`src/rtl/uart_tx_engine.sv`:
```
// 8N1 UART transmitter: serialises one byte per send strobe at CLKS_PER_BIT clocks per bit.
// Define UART_TX_PARITY_EN to insert an even-parity bit between the data bits and the stop bit.
module uart_tx_engine #(
    parameter  int CLKS_PER_BIT = 10417,
    localparam int CNT_W        = $clog2(CLKS_PER_BIT)
) (
    input  logic       clk,
    input  logic       reset,
    input  logic [7:0] tx_data,
    input  logic       tx_en,
    output logic       tx_status,
    output logic       tx_done,
    output logic       uart_tx
);

`ifdef UART_TX_PARITY_EN
    typedef enum logic [2:0] {IDLE, START, DATA, PARITY, STOP} state_t;
`else
    typedef enum logic [2:0] {IDLE, START, DATA, STOP} state_t;
`endif

    localparam logic [CNT_W-1:0] LAST_CNT = CNT_W'(CLKS_PER_BIT - 1);

    state_t           state;
    logic [CNT_W-1:0] baud_cnt;
    logic [2:0]       bit_cnt;
    logic [7:0]       shift;
    logic             bit_end;
`ifdef UART_TX_PARITY_EN
    logic             parity;
`endif

    assign bit_end = (baud_cnt == LAST_CNT);

    // Line level is registered alongside each state change, so uart_tx always matches the new state.
    always_ff @(posedge clk) begin
        if (reset) begin
            state     <= IDLE;
            baud_cnt  <= '0;
            bit_cnt   <= '0;
            shift     <= '0;
            uart_tx   <= 1'b1;
            tx_status <= 1'b1;
            tx_done   <= 1'b0;
`ifdef UART_TX_PARITY_EN
            parity    <= 1'b0;
`endif
        end else begin
            tx_done <= 1'b0;
            if (state != IDLE) begin
                baud_cnt <= bit_end ? '0 : baud_cnt + 1'b1;
            end
            case (state)
                IDLE: begin
                    uart_tx   <= 1'b1;
                    tx_status <= 1'b1;
                    if (tx_en) begin
                        shift     <= tx_data;
`ifdef UART_TX_PARITY_EN
                        parity    <= ^tx_data;
`endif
                        baud_cnt  <= '0;
                        bit_cnt   <= '0;
                        uart_tx   <= 1'b0;
                        tx_status <= 1'b0;
                        state     <= START;
                    end
                end
                START: begin
                    if (bit_end) begin
                        uart_tx <= shift[0];
                        state   <= DATA;
                    end
                end
                DATA: begin
                    if (bit_end) begin
                        if (bit_cnt == 3'd7) begin
`ifdef UART_TX_PARITY_EN
                            uart_tx <= parity;
                            state   <= PARITY;
`else
                            uart_tx <= 1'b1;
                            state   <= STOP;
`endif
                        end else begin
                            // Present the next bit while shifting, since uart_tx is registered.
                            shift   <= shift >> 1;
                            uart_tx <= shift[1];
                            bit_cnt <= bit_cnt + 3'd1;
                        end
                    end
                end
`ifdef UART_TX_PARITY_EN
                PARITY: begin
                    if (bit_end) begin
                        uart_tx <= 1'b1;
                        state   <= STOP;
                    end
                end
`endif
                STOP: begin
                    if (bit_end) begin
                        uart_tx   <= 1'b1;
                        tx_status <= 1'b1;
                        tx_done   <= 1'b1;
                        state     <= IDLE;
                    end
                end
                default: begin
                    uart_tx   <= 1'b1;
                    tx_status <= 1'b1;
                    state     <= IDLE;
                end
            endcase
        end
    end

endmodule

```
`config.mk`:
```
export PLATFORM = sky130hd
export DESIGN_NAME = uart_tx_engine
export DESIGN_NICKNAME = d
export VERILOG_FILES = /design/src/rtl/uart_tx_engine.sv
export SDC_FILE = /design/constraint.sdc
export NUM_CORES = 1
export LEC_CHECK = 0
export CORE_MARGIN = 10
export CORE_UTILIZATION = 54
export CTS_CLUSTER_DIAMETER = 40
export DETAILED_ROUTE_END_ITERATION = 8
export PLACE_DENSITY = 0.75
export SYNTH_ARGS = -nofsm -noshare
export SYNTH_HDL_FRONTEND = slang
export SYNTH_SLANG_ARGS = --single-unit
```
`constraint.sdc`:
```
create_clock -name clk -period 2.5 [get_ports clk]
set_input_delay 0.75 -clock clk [delete_from_list [all_inputs] [get_ports clk]]
set_output_delay 0.75 -clock clk [all_outputs]
set_load 0.1 [all_outputs]
```
==> out/results.txt, run 1 <==
Post-CTS Setup Bufs - 0
leakage power - 0.667 nW
global-route usage over all layers - 14.6%
power per cell area - 888 nW/µm²
fin util - 63.8%
vias in the first global route - 1580
synth top area cells - dfxtp_1, ha_1, a31oi_1
CTS tree - done
critical path class - reg -> reg
Comb pwr share - 44.5%
Mapped Cells - 206
design area - 1930 µm²
fmax - 439 MHz
clock buffer count from CTS - 5
Die Area - 5790 µm²
dpl hpwl - 3.06 mm
RSZ-0062 raised after global routing - false
CTS Buffer Depth - 2
CP peak stage delay - 0.66 ns
top cell type's share of synthesized area - 35.3%
Setup Skew - 0.0113 ns
Ports - 14
setup violators final - 0
GPL Wtd Cong - 0.884
MaxCap Viol Count - 0
Power Total - 1.72 mW
fraction of layout cells with a size suffix above 1 - 9.01%
switch share - 43.4%
largest net degree at the start of global routing - 30
P&R area growth vs syn - 13.7%
Async S/R FF share, synth - 0%
IO buf count - 13
Final Cycle Share - 91.0%
DRC errors left - 0
clk_lat worst skew - 0.34 ns
outcome - completed
Hold WC Path Type - reg -> reg
mapped cell area - 1700 µm²
clock root buffer - clkbuf_4
area leader, netlist - dfxtp_1
CP Max Fanout - 13
routed vias - 1663
Cell variety after synth - 46
dpl cell area - 1870 µm²
slowest cell on the critical path - or4_4
Critical Path AT - 2.54 ns
setup TNS - 0 ns
GR Overflow Total - 0
antenna violations before repair - 0
Most used DFF post-synth - dfxtp_1
Mapped Nets - 226
Reg clk slew, reported paths - 0.10 ns
# H-tree levels - 2
CP startpoint kind - flop
ANT cells - 0
Slew Viols, Final - 0
Avg WL per Cell - 15.9 µm
Seq pwr share - 37.6%
clock group share of total power - 17.9%
Worst Path Required - 2.76 ns
synth warn - 0
Worst Setup End Kind - flop
Sinks on Clock Net - 30
Avg Inst Size Synth - 8.25 µm²
Tightest Pin Transition - 0.621 ns
P_int - 0.972 mW
routed wire length - 4.24 mm
PostCTS Resize Cnt - 0
fin nets - 241
final worst path period need - 2.28 ns
register area share after synthesis - 35.3%
EDFF count, synth - 0
#FFs+latches synth - 30
first drt pass iteration count - 4
Core Area - 3030 µm²
Hold Violations, Final - 0
hold_ws - 0.483 ns
ANT nets after route - 0
detailed-route vias per instance - 6.25
net switching power figure - 0.744 mW
Die Span Y - 76.1 µm
worst-path cell chain - or4b_4 > or4_4 > a221o_1 > a211oi_1
CTS Hold Buffers Added - 0
chip width - 76.1 µm
Starting Density - 56.1%
Core Rows - 20
Detailed Route Iter0 Violations - 106
first-pass GRT wire length - 7.33 mm
Slew headroom - 58.4%
Max IR drop VDD - 0.000464 V
-- logic make-up after synthesis --
kind of cell               Yosys count  synth area share [%]
and+or+nand+nor                     86                  27.5
AOI/OAI and AO/OA                   55                  23.5
DFF                                 30                  35.3
buffers and inverters               23                  5.15
adders and majority gates            9                  6.63
muxes                                3                  1.84
-- cell usage after synthesis (5+ instances only) --
cell / count
nand2_1: 21
nor3_1: 5
a31oi_1: 13
inv_1: 14
o211ai_1: 7
dfxtp_1: 30
nor2_1: 13
or3_1: 7
nand4_1: 11
nand3_1: 7
ha_1: 9
clkbuf_1: 7
-- per-layer routing --
layer	wire length [µm]	global-route usage [%]
met1	1910	18.1
met2	2050	23.6
met3	196	3.77
met4	81	5.58
met5	0	0
-- area by class of cell --
type | count | area [µm²]
fill | 265 | 1100
multi-input combinational | 153 | 1010
sequential | 30 | 601
timing repair buffer | 17 | 153
clock buffer | 7 | 55.1
tap | 44 | 55.1
inverter | 14 | 52.6
clock inverter | 1 | 5.00
-- sequential cells by signal (all words and copies together) (netlist names) --
register	flops
tx_done	1
bit_cnt	3
uart_tx	1
baud_cnt	14
tx_status	1
shift	8
state	2
-- per-stage QoR --
| stage | setup WS (ns) | cells |
|---|---|---|
| after floorplan | 0.440 | 206 |
| after global placement | 0.270 | 258 |
| after detailed placement | 0.214 | 258 |
| after CTS | 0.245 | 266 |
| after global routing | 0.128 | 266 |
| final | 0.224 | 266 |
-- power by group through the flow --
| stage | clock network (mW) | logic, mW | registers [mW] |
|---|---|---|---|
| 3_3_place_gp | 0 | 0.739 | 0.649 |
| 5_1_grt | 0.340 | 0.843 | 0.658 |
| 6_report | 0.308 | 0.763 | 0.644 |
| 2_1_floorplan | 0 | 0.490 | 0.725 |
| 3_5_place_dp | 0 | 0.755 | 0.654 |
| 4_1_cts | 0.313 | 0.756 | 0.642 |
-- critical path: cells and delay by family, from the launching register on --
| kind | cells | cell delay, ns |
|---|---|---|
| simple gates | 2 | 1.22 |
| compound gates | 2 | 0.60 |
| flops | 1 | 0.38 |
-- cell usage in the layout (no fill, tap or decap), types with 5 or more instances in the layout --
cell	synthesis	final
nand4_1	11	11
dfxtp_1	30	30
o211ai_1	7	7
nor3_1	5	5
a31oi_1	13	13
buf_4	0	7
inv_1	14	14
or3_1	7	7
nand3_1	7	7
clkbuf_4	0	5
ha_1	9	9
nand2_1	21	21
clkdlybuf4s50_1	0	10
nor2_1	13	13
-- worst paths after layout --
check	startpoint	endpoint	slack, ns	cells after the start
setup / recovery	baud_cnt[3]$_SDFF_PP0_	state[0]$_SDFFE_PP0P_	0.22	4
hold / removal	bit_cnt[2]$_SDFFE_PP0P_	bit_cnt[2]$_SDFFE_PP0P_	0.48	2
setup reg to reg	baud_cnt[3]$_SDFF_PP0_	state[0]$_SDFFE_PP0P_	0.22	4
hold reg to reg	bit_cnt[2]$_SDFFE_PP0P_	bit_cnt[2]$_SDFFE_PP0P_	0.48	2
Power figures use the tool's default switching activity.
==> run 2, diff against run 1 <==
- CTS_BUF_LIST: default -> sky130_fd_sc_hd__clkbuf_4 sky130_fd_sc_hd__clkbuf_8
- TNS_END_PERCENT: default -> 1
==> out/results.txt, run 2 (synthesized netlist as in run 1, its figures left out) <==
outcome - completed
detailed-route vias per instance - 6.32 (+1.0%)
GR Overflow Total - 0 (unchanged)
worst setup margin - 0.226 ns (+0.00183 ns)
worst-path cell chain - or4b_4 > or4_4 > a221o_1 > a211oi_1
routed wire length - 4.20 mm (-0.85%)
Hold Violations, Final - 0 (unchanged)
Die Span Y - 76.1 µm (unchanged)
WL met1 - 1.86 mm (-2.4%)
clock buffer count from CTS - 5 (unchanged)
Sinks on Clock Net - 30 (unchanged)
Reg2Reg Depth - 4 (unchanged)
ANT nets after route - 0 (unchanged)
IO buf count - 13 (unchanged)
Post-CTS Setup Bufs - 0 (unchanged)
Met3 Wirelength - 220 µm (+12%)
CTS Hold Buffers Added - 0 (unchanged)
Die Area - 5790 µm² (unchanged)
Max IR drop VDD - 0.000464 V (about the same)
antenna violations before repair - 0 (unchanged)
Core Rows - 20 (unchanged)
Non-Filler Instances - 266 (unchanged)
clk_lat worst skew - 0.34 ns (about the same)
CP startpoint kind - flop
largest net degree at the start of global routing - 30 (unchanged)
final worst path period need - 2.27 ns (-0.00183 ns)
first drt pass iteration count - 4 (unchanged)
min-delay src - bit_cnt[2]$_SDFFE_PP0P_
Post-Place Cells - 258 (unchanged)
Avg WL per Cell - 15.8 µm (-0.85%)
family with the most delay on the worst path - simple AND/OR/NAND/NOR gates
CP peak stage delay - 0.66 ns (about the same)
fmax - 440 MHz (about the same)
fin util - 63.9% (+0.12 points)
Reg clk slew, reported paths - 0.10 ns (about the same)
dpl hpwl - 3.06 mm (unchanged)
ANT cells - 0 (unchanged)
hold path cells - 2 (unchanged)
setup TNS - 0 ns (unchanged)
top layer in use - met4
Critical Path AT - 2.53 ns (about the same)
critical path class - reg -> reg
Hold WC Path Type - reg -> reg
fin nets - 241 (unchanged)
Ports - 14 (unchanged)
MaxCap Viol Count - 0 (unchanged)
Core Area - 3030 µm² (unchanged)
GPL Wtd Cong - 0.884 (unchanged)
CP Max Fanout - 13 (unchanged)
commonest non-fill, non-tap cell in the layout - dfxtp_1
setup violators final - 0 (unchanged)
chip width - 76.1 µm (unchanged)
Top Registers - baud_cnt x14, shift x8, bit_cnt x3
P&R area growth vs syn - 13.9%
leakage power - 0.670 nW (+0.51%)
Slew headroom - 58.6% (+0.20 points)
Slew Viols, Final - 0 (unchanged)
# H-tree levels - 2 (unchanged)
CTS Buffer Depth - 2 (unchanged)
first-pass GRT wire length - 7.35 mm (+0.19%)
max FFs per register - 14 (unchanged)
CTS tree - done
reg2reg end - state[0]$_SDFFE_PP0P_
slowest cell on the critical path - or4_4
Tightest Pin Transition - 0.618 ns (-0.00304 ns)
commonest non-fill, non-tap cells in the layout - dfxtp_1, nand2_1, inv_1, nor2_1, a31oi_1
Final Cycle Share - 91.0% (about the same)
CP bufs+invs - 0 (unchanged)
Starting Density - 56.1% (unchanged)
r2r setup slk - 0.23 ns (about the same)
Min-Delay Endpoint - bit_cnt[2]$_SDFFE_PP0P_
RSZ-0062 raised after global routing - false
power per cell area - 890 nW/µm² (+0.29%)
fraction of layout cells with a size suffix above 1 - 9.46% (+0.45 points)
routed vias - 1680 (+1.0%)
Detailed Route Iter0 Violations - 142 (+34%)
vias in the first global route - 1583 (+0.19%)
global-route usage over all layers - 14.6% (-0.024 points)
DRC errors left - 0 (unchanged)
Top reg by flops - baud_cnt
PostCTS Resize Cnt - 0 (unchanged)
Setup Skew - 0.0111 ns (-0.000121 ns)
clock root buffer - clkbuf_4
Worst Setup End Kind - flop
FF-to-FF Start - baud_cnt[3]$_SDFF_PP0_
post-place setup slack - 0.214 ns (unchanged)
met2 WL post-DR - 2.03 mm (-1.1%)
Worst Path Required - 2.76 ns (about the same)
-- run 2: cell counts in the layout (fill, tap and decap cells not counted) --
Identical to the previous run, type by type.
-- run 2: report_power, final --
group / switching [mW] / total (mW) / internal [mW]
clock: 0.169 / 0.316 / 0.147
combinational: 0.489 / 0.763 / 0.273
sequential: 0.0829 / 0.645 / 0.562
total: 0.741 / 1.72 / 0.982
-- run 2: worst max-delay path by stage --
| stage | slack, ns | cells past startpoint | to | start |
|---|---|---|---|---|
| global placement | 0.27 | 5 | bit_cnt[0]$_SDFFE_PP0P_ | tx_en |
| detailed placement | 0.21 | 5 | bit_cnt[0]$_SDFFE_PP0P_ | tx_en |
| finish | 0.23 | 4 | state[0]$_SDFFE_PP0P_ | baud_cnt[3]$_SDFF_PP0_ |
| CTS | 0.24 | 4 | state[0]$_SDFFE_PP0P_ | baud_cnt[7]$_SDFF_PP0_ |
| global route | 0.13 | 4 | state[0]$_SDFFE_PP0P_ | baud_cnt[7]$_SDFF_PP0_ |
| floorplan | 0.44 | 5 | tx_status$_SDFFE_PP1P_ | baud_cnt[6]$_SDFF_PP0_ |
-- run 2: layout make-up --
| class | instances | area (µm²) |
|---|---|---|
| Tap cell | 44 | 55.1 |
| Clock inverter | 1 | 5.00 |
| Timing Repair Buffer | 17 | 153 |
| Sequential cell | 30 | 601 |
| Clock buffer | 7 | 58.8 |
| Multi-Input combinational cell | 153 | 1010 |
| Inverter | 14 | 52.6 |
| Fill cell | 265 | 1090 |
-- run 2: worst min-delay path, delay by kind of cell (launching register included) --
kind	cells	cell delay [ns]
AO/OA/AOI/OAI	1	0.07
buffers and inverters	1	0.05
flip-flops	1	0.32
-- run 2: routing by layer --
metal | vias to the layer above | global-route usage [%]
met5 | - | 0
met4 | 0 | 5.58
met3 | 13 | 3.77
met2 | 59 | 23.6
met1 | 790 | 18.0
li1 | 818 | -
-- run 2: through the flow --
stage	instance area, µm²	hold slack [ns]	total power, mW
after floorplan	1700	0.452	1.21
after CTS	1940	0.488	1.72
after detailed placement	1870	0.473	1.41
after global placement	1870	0.461	1.39
after global routing	1940	0.514	1.85
final	1940	0.483	1.72
==> run 3, diff against run 2 <==
- SLEW_MARGIN: default -> 30
==> results of run 3 <==
Final layout, timing and power as in run 2 (identical DEF).
